===== src/rtl/pipelined_adder_if.sv =====
// Operand/result bundle for pipelined_adder. One valid/ready pair on each side.
// A transfer on either side happens on a rising edge where valid && ready.
// A producer keeps its payload stable from the first valid cycle until that transfer.
interface pipelined_adder_if #(
    parameter int WIDTH = 32
);
    logic             in_valid;
    logic             in_ready;
    logic [WIDTH-1:0] in_a;
    logic [WIDTH-1:0] in_b;
    logic             in_sub;
    logic             in_cin;
    logic             out_valid;
    logic             out_ready;
    logic [WIDTH-1:0] out_sum;
    logic             out_carry;
    logic             out_ovf;
    logic             out_zero;

    modport master (
        output in_valid, in_a, in_b, in_sub, in_cin, out_ready,
        input  in_ready, out_valid, out_sum, out_carry, out_ovf, out_zero
    );

    modport slave (
        input  in_valid, in_a, in_b, in_sub, in_cin, out_ready,
        output in_ready, out_valid, out_sum, out_carry, out_ovf, out_zero
    );
endinterface


===== src/rtl/pipelined_adder.sv =====
// Pipelined add/subtract unit: the carry chain is cut into STAGES equal chunks, one chunk per stage.
// The whole pipe advances together, or it holds while the result waits on a stalled consumer.
module pipelined_adder #(
    parameter int WIDTH  = 32,
    parameter int STAGES = 4
) (
    input logic              clk,
    input logic              rst,
    pipelined_adder_if.slave bus
);
    localparam int CHUNK = WIDTH / STAGES;
    localparam int LAST  = STAGES - 1;

    if (WIDTH % STAGES != 0) begin : g_bad_cfg
        $error("pipelined_adder: WIDTH must be a multiple of STAGES");
    end

    logic adv;

    // Per-stage state after the stage has resolved its chunk
    logic [WIDTH-1:0]  a_q  [STAGES];
    logic [WIDTH-1:0]  bx_q [STAGES];
    logic [WIDTH-1:0]  s_q  [STAGES];
    logic [STAGES-1:0] c_q;
    logic [STAGES-1:0] v_q;

    // Stage inputs: index 0 is the operand port, index k is the register of stage k-1
    logic [WIDTH-1:0]  a_ch  [STAGES];
    logic [WIDTH-1:0]  bx_ch [STAGES];
    logic [WIDTH-1:0]  s_ch  [STAGES];
    logic [STAGES-1:0] c_ch;
    logic [STAGES-1:0] v_ch;

    logic [WIDTH-1:0]  nxt_s [STAGES];
    logic [STAGES-1:0] nxt_c;

    always_comb begin
        logic [CHUNK:0] part;
        part     = '0;
        a_ch[0]  = bus.in_a;
        bx_ch[0] = bus.in_sub ? ~bus.in_b : bus.in_b;
        s_ch[0]  = '0;
        c_ch[0]  = bus.in_cin;
        v_ch[0]  = bus.in_valid;
        for (int k = 1; k < STAGES; k++) begin
            a_ch[k]  = a_q[k-1];
            bx_ch[k] = bx_q[k-1];
            s_ch[k]  = s_q[k-1];
            c_ch[k]  = c_q[k-1];
            v_ch[k]  = v_q[k-1];
        end
        for (int k = 0; k < STAGES; k++) begin
            part = {1'b0, a_ch[k][k*CHUNK +: CHUNK]}
                 + {1'b0, bx_ch[k][k*CHUNK +: CHUNK]}
                 + {{CHUNK{1'b0}}, c_ch[k]};
            nxt_s[k] = s_ch[k];
            nxt_s[k][k*CHUNK +: CHUNK] = part[CHUNK-1:0];
            nxt_c[k] = part[CHUNK];
        end
    end

    // A bubble entering stage 0 still loads the operand bus; its valid bit of 0 makes it harmless
    always_ff @(posedge clk) begin
        if (rst) begin
            v_q <= '0;
            c_q <= '0;
            for (int k = 0; k < STAGES; k++) begin
                a_q[k]  <= '0;
                bx_q[k] <= '0;
                s_q[k]  <= '0;
            end
        end else if (adv) begin
            v_q <= v_ch;
            c_q <= nxt_c;
            for (int k = 0; k < STAGES; k++) begin
                a_q[k]  <= a_ch[k];
                bx_q[k] <= bx_ch[k];
                s_q[k]  <= nxt_s[k];
            end
        end
    end

    assign adv          = !v_q[LAST] || bus.out_ready;
    assign bus.in_ready = adv;
    assign bus.out_valid = v_q[LAST];

    // Result and flags read as zero whenever no result is presented
    assign bus.out_sum   = v_q[LAST] ? s_q[LAST] : '0;
    assign bus.out_carry = v_q[LAST] && c_q[LAST];
    assign bus.out_ovf   = v_q[LAST] && (a_q[LAST][WIDTH-1] == bx_q[LAST][WIDTH-1])
                                     && (s_q[LAST][WIDTH-1] != a_q[LAST][WIDTH-1]);
    assign bus.out_zero  = v_q[LAST] && (s_q[LAST] == '0);
endmodule

===== src/flat_wrapper.sv =====
// flat-port wrapper written by rule: the top's interface ports become plain ports
module pipelined_adder_flat 
#(
    parameter int WIDTH  = 32,
    parameter int STAGES = 4
)
  (clk, rst, bus_in_valid, bus_in_a, bus_in_b, bus_in_sub, bus_in_cin, bus_out_ready, bus_in_ready, bus_out_valid, bus_out_sum, bus_out_carry, bus_out_ovf, bus_out_zero);
  pipelined_adder_if #(.WIDTH(WIDTH)) bus_i ();
  input logic clk;
  input logic rst;
  input wire logic [$bits(bus_i.in_valid)-1:0] bus_in_valid;
  input wire logic [$bits(bus_i.in_a)-1:0] bus_in_a;
  input wire logic [$bits(bus_i.in_b)-1:0] bus_in_b;
  input wire logic [$bits(bus_i.in_sub)-1:0] bus_in_sub;
  input wire logic [$bits(bus_i.in_cin)-1:0] bus_in_cin;
  input wire logic [$bits(bus_i.out_ready)-1:0] bus_out_ready;
  output wire logic [$bits(bus_i.in_ready)-1:0] bus_in_ready;
  output wire logic [$bits(bus_i.out_valid)-1:0] bus_out_valid;
  output wire logic [$bits(bus_i.out_sum)-1:0] bus_out_sum;
  output wire logic [$bits(bus_i.out_carry)-1:0] bus_out_carry;
  output wire logic [$bits(bus_i.out_ovf)-1:0] bus_out_ovf;
  output wire logic [$bits(bus_i.out_zero)-1:0] bus_out_zero;
  assign bus_i.in_valid = bus_in_valid;
  assign bus_i.in_a = bus_in_a;
  assign bus_i.in_b = bus_in_b;
  assign bus_i.in_sub = bus_in_sub;
  assign bus_i.in_cin = bus_in_cin;
  assign bus_i.out_ready = bus_out_ready;
  assign bus_in_ready = bus_i.in_ready;
  assign bus_out_valid = bus_i.out_valid;
  assign bus_out_sum = bus_i.out_sum;
  assign bus_out_carry = bus_i.out_carry;
  assign bus_out_ovf = bus_i.out_ovf;
  assign bus_out_zero = bus_i.out_zero;
  pipelined_adder #(.WIDTH(WIDTH), .STAGES(STAGES)) u_core (.clk(clk), .rst(rst), .bus(bus_i));
endmodule

===== config.mk =====
export PLATFORM = sky130hd
export DESIGN_NAME = pipelined_adder_flat
export DESIGN_NICKNAME = d
export VERILOG_FILES = /design/src/rtl/pipelined_adder_if.sv /design/src/rtl/pipelined_adder.sv /design/src/flat_wrapper.sv
export SDC_FILE = /design/constraint.sdc
export NUM_CORES = 1
export LEC_CHECK = 0
export ABC_AREA = 1
export CORE_UTILIZATION = 40
export DETAILED_ROUTE_END_ITERATION = 12
export PLACE_DENSITY = 0.65
export SYNTH_ARGS = -nofsm -noshare
export SYNTH_HDL_FRONTEND = slang
export SYNTH_SLANG_ARGS = --single-unit

===== constraint.sdc =====
create_clock -name clk -period 6.4 [get_ports clk]
set_input_delay 0.64 -clock clk [delete_from_list [all_inputs] [get_ports clk]]
set_output_delay 0.64 -clock clk [all_outputs]
set_load 0.005 [all_outputs]

## Yosys cells after proc, flatten, opt, wreduce, memory -nomap -nowiden

Memory sizes are Yosys's and may differ from the RTL's.
Cells that the tools add are included.

| storage, ports and cells | value |
|---|---|
| register bits | 8 |
| bits in writable memories | 384 |
| output and inout port bits | 37 |
| bits of input ports | 70 |
| memories kept | 3 |

| operators by class | value |
|---|---|
| muxes and demuxes | 19 |
| reduce and logical (&&, ||, !) cells | 7 |
| $add $sub $neg | 8 |
| equality and inequality tests | 2 |
| bitwise gates (word level) | 13 |

Memories:

| memory | depth | bits a word | rd ports | clocked after Yosys merged registers in | wr ports | RTL line | source |
|---|---|---|---|---|---|---|---|
| u_core.a_q | 4 | 32 | 4 | 0 | 4 | pipelined_adder.sv:21 | `logic [WIDTH-1:0] a_q [STAGES];` |
| u_core.bx_q | 4 | 32 | 4 | 0 | 4 | pipelined_adder.sv:22 | `logic [WIDTH-1:0] bx_q [STAGES];` |
| u_core.s_q | 4 | 32 | 4 | 0 | 4 | pipelined_adder.sv:23 | `logic [WIDTH-1:0] s_q [STAGES];` |

Operators by type and width:

| cell | number |
|---|---|
| 2-to-1 mux 32 bit | 14 |
| adder 8 x 8 -> 9 bit | 4 |
| adder 9 x 1 -> 9 bit | 4 |
| zero test 32 bit | 1 |
| NOT 32 bit | 1 |
| bitwise OR 1 bit | 12 |
| 2-to-1 mux 1 bit | 5 |
| logical AND 1 bit | 4 |
| equality test 1 bit | 1 |
| zero test 1 bit | 1 |
| logical OR 1 bit | 1 |
| != test 1 bit | 1 |

## Longest topological paths before layout

Gate-level depths: netlist (run 1).

| logic depth | value |
|---|---|
| depth in word-level cells | 6 |
| gate-level depth with buffers | 12 |
| mapped depth without buffers | 10 |

## Least setup slack after synthesis (run 1)

OpenSTA, ideal clock, no wires.

| path | value |
|---|---|
| kind | input-to-reg |
| start point | input bus_out_ready |
| end point | register u_core.v_q[3] |
| path slack | 1,162 ps |
| arrival | 4,883 ps |
| stages on the path | 3 |
| library setup time | 355 ps |
| data required time | 6,045 ps |
| cells stage by stage | nor2_8 nand2_1 o21ai_0 |

| between the ends | value |
|---|---|
| word-level cells in the longest chain between the ends | 1 |

Ends and longest elaborated chain:

| element | RTL line | source |
|---|---|---|
| start, declared | flat_wrapper.sv:16 | `input wire logic [$bits(bus_i.out_ready)-1:0] bus_out_ready;` |
| logical OR 1 bit | pipelined_adder.sv:83 | `assign adv = !v_q[LAST] \|\| bus.out_ready;` |
| end signal, assigned | pipelined_adder.sv:73 | `v_q <= v_ch;` |
| end, declared | pipelined_adder.sv:25 | `logic [STAGES-1:0] v_q;` |

No other way between the ends.
A chain may end at the register's enable or synchronous reset.

==> impl_metrics.csv, run 1 <==
group,metric,value,unit
run_status,status,"finished clean",
placed_design,place_inst,1283,
detailed_routing,wire_per_inst,11.1,microns
die,rows,54,
timing,min_period,2.88,ns
global_route,grt_remaining_overflow,0,
worst_setup_path,start_kind,"input port",
timing,relSlewSlack,0.256,
timing,skew,0.0103,ns
timing,drv_slew,0,
cells_and_area,mostFrequentLayoutCells,"211 x nor2_1, 208 x inv_1, 178 x edfxtp_1, 121 x nand2_1, 105 x clkdlybuf4s50_1",
clocking,clkLatencyLatePin,0.43,ns
yosys,yosysWarnings,0,
hold_path,hp-start,"u_core.v_q[0]",
clocking,cts_tree,"done",
yosys,synth_compound_area_frac,0.0198,
die,die_x,153,microns
worst_setup_path,r2r_setup_slack,3.57,ns
placed_design,dp_slack,2.98,ns
hold_path,holdPathEnd,"u_core.v_q[1]",
clocking,cts_hold_buf,0,
clocking,ctsLongestPathBuffers,2,
power,ir_drop,201,uV
yosys,synthSimpleGateAreaFrac,0.182,
clocking,root_buffer,"clkbuf_16",
detailed_routing,drcViolationCount,0,
cells_and_area,layout.cells.most_common,"nor2_1",
power,comb_power_share,0.103,
power,power.leakage,5.00,nW
timing,post-route-period-util,0.450,
worst_setup_path,crit_fanout,113,
yosys,syn_area,0.00912,sq mm
yosys,synthXorXnorAreaFrac,0.0307,
die,die_area,0.0234,sq mm
placed_design,dp_hpwl,9910,microns
die,initial_core_util,0.413,
cells_and_area,nNetsFinal,1128,
global_route,grt_pass1_wl,24800,microns
cells_and_area,multiInputGateArea,0.00264,sq mm
timing,fin_ws,3.52,ns
yosys,syn_area_per_cell,9.90,sq um
global_route,grt_max_degree,142,
worst_setup_path,cp-end-kind,"flop",
clocking,cts_setup_buffers,0,
worst_setup_path,critPathArrivalTime,3.04,ns
hold_path,hold_class,"flop to flop",
yosys,synthesis.nets,1027,
die,coreArea,0.0221,sq mm
placed_design,placed_area,0.0104,sq mm
global_route,grt_pass1_vias,5283,
cells_and_area,drive_gt1_frac,0.0502,
job,drv_cap,0,
global_route,track_usage,0.133,
yosys,synth_top_family_by_area,"simple AND/OR/NAND/NOR gates",
timing,rsz0062_at_grt,"false",
detailed_routing,vias,5592,
timing,finalSetupViolations,0,
hold_path,hold_depth,2,
clocking,clock-sinks,186,
detailed_routing,ant_nets,0,
power,power.density,255,mW/mm^2
cells_and_area,diodes,0,
die,ios,107,
worst_setup_path,path_class,"input port to flop",
placed_design,numPortBuffers,106,
cells_and_area,area_delta_synth_final,20.4,%
placed_design,globalplace.congestion,0.838,
yosys,synth_mux_area_frac,0,
power,p_sw_frac,0.223,
timing,fmax,0.347,GHz
clocking,cts_resized,0,
cells_and_area,nFillCells,1996,
timing,hold_viol,0,
yosys,synth_cell_types,29,
timing,fin_setup_tns,0,ns
cells_and_area,fin_cells,1315,
power,clock_power_share,0.377,
power,seq_power_share,0.520,
yosys,syn-instance-count,921,
yosys,synthAdderAreaFrac,0.0560,
global_route,antenna_found_initial,0,
power,power.switching,0.623,mW
yosys,ys_ff_latch,186,
clocking,clkTransAtPathRegs,0.07,ns
timing,worst_pin_slew,1.12,ns
cells_and_area,seq_area,0.00551,sq mm
detailed_routing,avgViaCountPerCell,4.25,
yosys,ys_seq_area_frac,0.603,
worst_setup_path,reg2reg_from,"u_core.v_q[3]",
power,p_int,2.17,mW
worst_setup_path,required,6.57,ns
cells_and_area,finalInstanceArea,0.0110,sq mm
detailed_routing,postRouteWirelength,14600,microns
worst_setup_path,reg2regPathDepth,7,
worst_setup_path,timing.rr.end,"u_core.a_q[0][26]",
detailed_routing,drt_iter0_drc,408,
timing,holdWs,0.473,ns
clocking,cts_buffers,17,
die,die_y,153,microns
clocking,h-tree-depth,4,
detailed_routing,firstDrtPassIters,4,
-- area by class of cell --
class | instances | share of cell area
clock buffers | 18 | 0.0391
flip-flops and latches | 186 | 0.501
clock inverters | 14 | 0.0154
repair buffers | 110 | 0.100
well taps | 280 | 0.0319
multi-input cells | 497 | 0.240
inverters | 210 | 0.0722
-- per-layer routing --
metal	up-vias	global-route usage	share of wire
met5	-	0	0
met4	0	0.0447	0.013
met3	14	0.0329	0.035
met2	94	0.208	0.45
met1	2432	0.182	0.50
li1	3052	-	-
-- flip-flops by register name (all words and copies together), names as in the netlist --
name and cells:
u_core.a_q 49, u_core.bx_q 49, u_core.c_q 4, u_core.s_q 80
u_core.v_q 4
-- cell families (layout without fill, tap and decap cells) --
group | after synthesis | in the layout
and+or+nand+nor | 394 | 394
buffers and inverters | 238 | 352
DFF | 186 | 186
adders and majority gates | 36 | 36
AOI/OAI and AO/OA | 35 | 35
xor gates and xnor gates | 32 | 32
-- stage by stage --
stage,power (mW),util
after floorplan,1.68,-
after global placement,1.77,0.470
after detailed placement,1.77,0.470
after CTS,2.83,0.497
after global routing,2.92,0.497
final,2.80,0.497
-- synthesized netlist by cell type --
master | instances | area [sq um]
nor2_1 | 211 | 792
inv_1 | 208 | 781
edfxtp_1 | 178 | 5350
nand2_1 | 122 | 458
a21oi_1 | 30 | 150
ha_1 | 28 | 350
nand3_1 | 25 | 125
xnor2_1 | 25 | 219
buf_4 | 16 | 120
nand3b_1 | 9 | 67.6
dfxtp_1 | 8 | 160
fa_1 | 8 | 160
or2_2 | 8 | 50.1
and2_1 | 7 | 43.8
xor2_1 | 7 | 61.3
buf_2 | 6 | 30.0
nor3b_2 | 4 | 50.1
buf_6 | 3 | 33.8
clkbuf_1 | 3 | 11.3
nor3_1 | 3 | 15.0
nor2_8 | 2 | 40.0
o21ai_0 | 2 | 10.0
o22ai_1 | 2 | 12.5
and3_1 | 1 | 6.26
inv_2 | 1 | 3.75
inv_4 | 1 | 6.26
nand4_1 | 1 | 6.26
nor4_1 | 1 | 6.26
o21a_1 | 1 | 7.51
-- worst max path at each step --
stage | from | slack (ns) | end | depth (start not counted)
after floorplan | bus_out_ready | 1.16 | u_core.v_q[3] | 3
after global placement | bus_out_ready | 3.06 | u_core.c_q[2] | 8
after detailed placement | bus_out_ready | 2.98 | u_core.a_q[0][62] | 6
after CTS | bus_out_ready | 3.45 | u_core.a_q[0][62] | 6
after global routing | u_core.v_q[3] | 3.24 | u_core.a_q[0][31] | 7
final | bus_out_ready | 3.52 | u_core.a_q[0][26] | 6
-- worst max-delay path, stage by stage --
cell and delay, ns:
clkdlybuf4s50_1 0.50, nor2_8 0.27, nor2_8 0.12, inv_4 0.80, buf_4 0.59, nor2_1 0.09
-- power groups by stage --
| stage | combinational [mW] | clock [mW] | sequential, mW |
|---|---|---|---|
| after floorplan | 0.206 | 0 | 1.47 |
| after global placement | 0.287 | 0 | 1.48 |
| after CTS | 0.293 | 1.08 | 1.46 |
| after detailed placement | 0.290 | 0 | 1.48 |
| after global routing | 0.333 | 1.12 | 1.46 |
| final | 0.288 | 1.05 | 1.46 |
Note: power is estimated with default switching activity, not from simulation.
==> inputs of run 2 (changes only) <==
--- a/config.mk
+++ b/config.mk
@@ -8,7 +8,7 @@
 export ABC_AREA = 1
 export CORE_UTILIZATION = 40
 export DETAILED_ROUTE_END_ITERATION = 12
-export PLACE_DENSITY = 0.65
+export PLACE_DENSITY = 0.68
 export SYNTH_ARGS = -nofsm -noshare
 export SYNTH_HDL_FRONTEND = slang
 export SYNTH_SLANG_ARGS = --single-unit
==> constraint.sdc (replaced) <==
create_clock -name clk -period 2.5 [get_ports clk]
set_input_delay 0.25 -clock clk [delete_from_list [all_inputs] [get_ports clk]]
set_output_delay 0.25 -clock clk [all_outputs]
set_load 0.005 [all_outputs]
==> run 2 against run 1 <==
Cell count up 0.68%. Register-to-register slack worse by 3.0 ns. Non-clock buffer count up 9. Design area increased by 1.4%. Clock power rose to 2.5 times the previous value. Largest power group unchanged. Worst setup slack worse by 3.3 ns. Flip-flop and latch count is the same.
==> impl_metrics.csv, run 2 (synthesized netlist as in run 1, its figures left out) <==
group,metric,value,unit
run_status,status,"finished clean",
cells_and_area,nNetsFinal,1137,
hold_path,hp-start,"bus_in_sub",
hold_path,hold_depth,3,
global_route,grt_remaining_overflow,0,
clocking,ctsLongestPathBuffers,2,
detailed_routing,avgViaCountPerCell,4.30,
job,drv_cap,0,
detailed_routing,wire_per_inst,11.6,microns
die,rows,54,
global_route,grt_pass1_vias,5484,
worst_setup_path,reg2regPathDepth,10,
timing,min_period,2.24,ns
cells_and_area,seq_area,0.00551,sq mm
clocking,root_buffer,"clkbuf_16",
worst_setup_path,timing.rr.end,"u_core.s_q[0][46]",
die,coreArea,0.0221,sq mm
cells_and_area,largest_reg_flops,80,
die,die_area,0.0234,sq mm
detailed_routing,drt_iter0_drc,347,
timing,drv_slew,0,
worst_setup_path,cp-end-kind,"primary output",
global_route,track_usage,0.140,
detailed_routing,firstDrtPassIters,5,
cells_and_area,fin_cells,1324,
die,ios,107,
global_route,antenna_found_initial,0,
clocking,clkTransAtPathRegs,0.07,ns
worst_setup_path,path_class,"flop to primary output",
worst_setup_path,crit_start,"u_core.s_q[0][123]",
placed_design,placed_area,0.0106,sq mm
worst_setup_path,critPathArrivalTime,1.99,ns
power,power.density,643,mW/mm^2
global_route,grt_max_degree,43,
cells_and_area,drive_gt1_frac,0.0575,
timing,fmax,0.446,GHz
timing,worst_pin_slew,0.405,ns
die,die_y,153,microns
cells_and_area,reg_top3,"u_core.s_q (80), u_core.a_q (49), u_core.bx_q (49)",
cells_and_area,multiInputGateArea,0.00265,sq mm
worst_setup_path,reg2reg_from,"u_core.bx_q[0][8]",
timing,post-route-period-util,0.897,
hold_path,holdPathEnd,"u_core.bx_q[0][8]",
die,initial_core_util,0.413,
timing,skew,0.00770,ns
clocking,h-tree-depth,4,
placed_design,globalplace.congestion,0.796,
placed_design,dp_hpwl,10800,microns
global_route,grt_pass1_wl,26000,microns
power,power.leakage,5.08,nW
placed_design,place_inst,1292,
power,ir_drop,381,uV
timing,hold_viol,0,
clocking,cts_buffers,17,
worst_setup_path,start_kind,"flop",
worst_setup_path,crit_fanout,2,
timing,relSlewSlack,0.730,
timing,rsz0062_at_grt,"false",
clocking,cts_setup_buffers,0,
cells_and_area,finalInstanceArea,0.0111,sq mm
placed_design,numPortBuffers,106,
cells_and_area,diodes,0,
clocking,clkLatencyLatePin,0.42,ns
die,die_x,153,microns
timing,finalSetupViolations,0,
detailed_routing,drcViolationCount,0,
worst_setup_path,required,2.25,ns
detailed_routing,postRouteWirelength,15300,microns
cells_and_area,regMostFlops,"u_core.s_q",
cells_and_area,area_delta_synth_final,22.1,%
clocking,clock-sinks,186,
timing,fin_setup_tns,0,ns
hold_path,hold_class,"input port to flop",
clocking,cts_hold_buf,0,
cells_and_area,nFillCells,1970,
cells_and_area,layout.cells.most_common,"nor2_1",
cells_and_area,mostFrequentLayoutCells,"211 x nor2_1, 208 x inv_1, 178 x edfxtp_1, 121 x nand2_1, 105 x clkdlybuf4s50_1",
clocking,cts_tree,"done",
detailed_routing,ant_nets,0,
detailed_routing,vias,5689,
worst_setup_path,r2r_setup_slack,0.53,ns
clocking,cts_resized,0,
[run 2: final cells by class]
type                       instances  area share
timing repair buffer             119       0.113
clock inverter                    14      0.0146
inverter                         210      0.0712
multi-input combinational        497       0.238
tap                              280      0.0314
sequential                       186       0.494
clock buffer                      18      0.0385
[run 2: critical path: stages (launching register included)]
cell and delay, ns:
edfxtp_1 0.40, nor2_1 0.13, nand2_1 0.07, nor3_1 0.20, nand3b_1 0.14, nor2_1 0.12
clkdlybuf4s50_1 0.51
[run 2: how the worst max path moves through the flow]
stage	slack, ns	to	depth (start not counted)
2_1_floorplan	0.29	u_core.a_q[0][10]	4
3_3_place_gp	0.29	u_core.s_q[0][6]	11
3_5_place_dp	0.20	u_core.s_q[0][6]	11
4_1_cts	0.19	bus_out_zero	6
5_1_grt	0.05	bus_out_zero	6
6_report	0.26	bus_out_zero	6
[run 2: through the flow]
step	utilization	total power [mW]	setup slack, ns	hold WS, ns
2_1_floorplan	-	4.29	0.288	0.350
6_report	0.504	7.16	0.258	0.433
4_1_cts	0.504	7.23	0.185	0.411
3_5_place_dp	0.478	4.56	0.196	0.460
3_3_place_gp	0.478	4.55	0.285	0.450
5_1_grt	0.504	7.48	0.0520	0.444
[run 2: per-layer routing]
metal,up-vias,GRT usage,wire [microns]
li1,3062,-,-
met1,2505,0.188,7710
met2,107,0.224,6960
met3,15,0.0298,443
met4,0,0.0476,198
met5,-,0,0
[run 2: where the power goes]
group / internal (mW) / switching, mW / total (mW)
logic: 0.356 / 0.413 / 0.768
clock network: 1.50 / 1.17 / 2.67
registers: 3.65 / 0.0750 / 3.72
total: 5.50 / 1.66 / 7.16
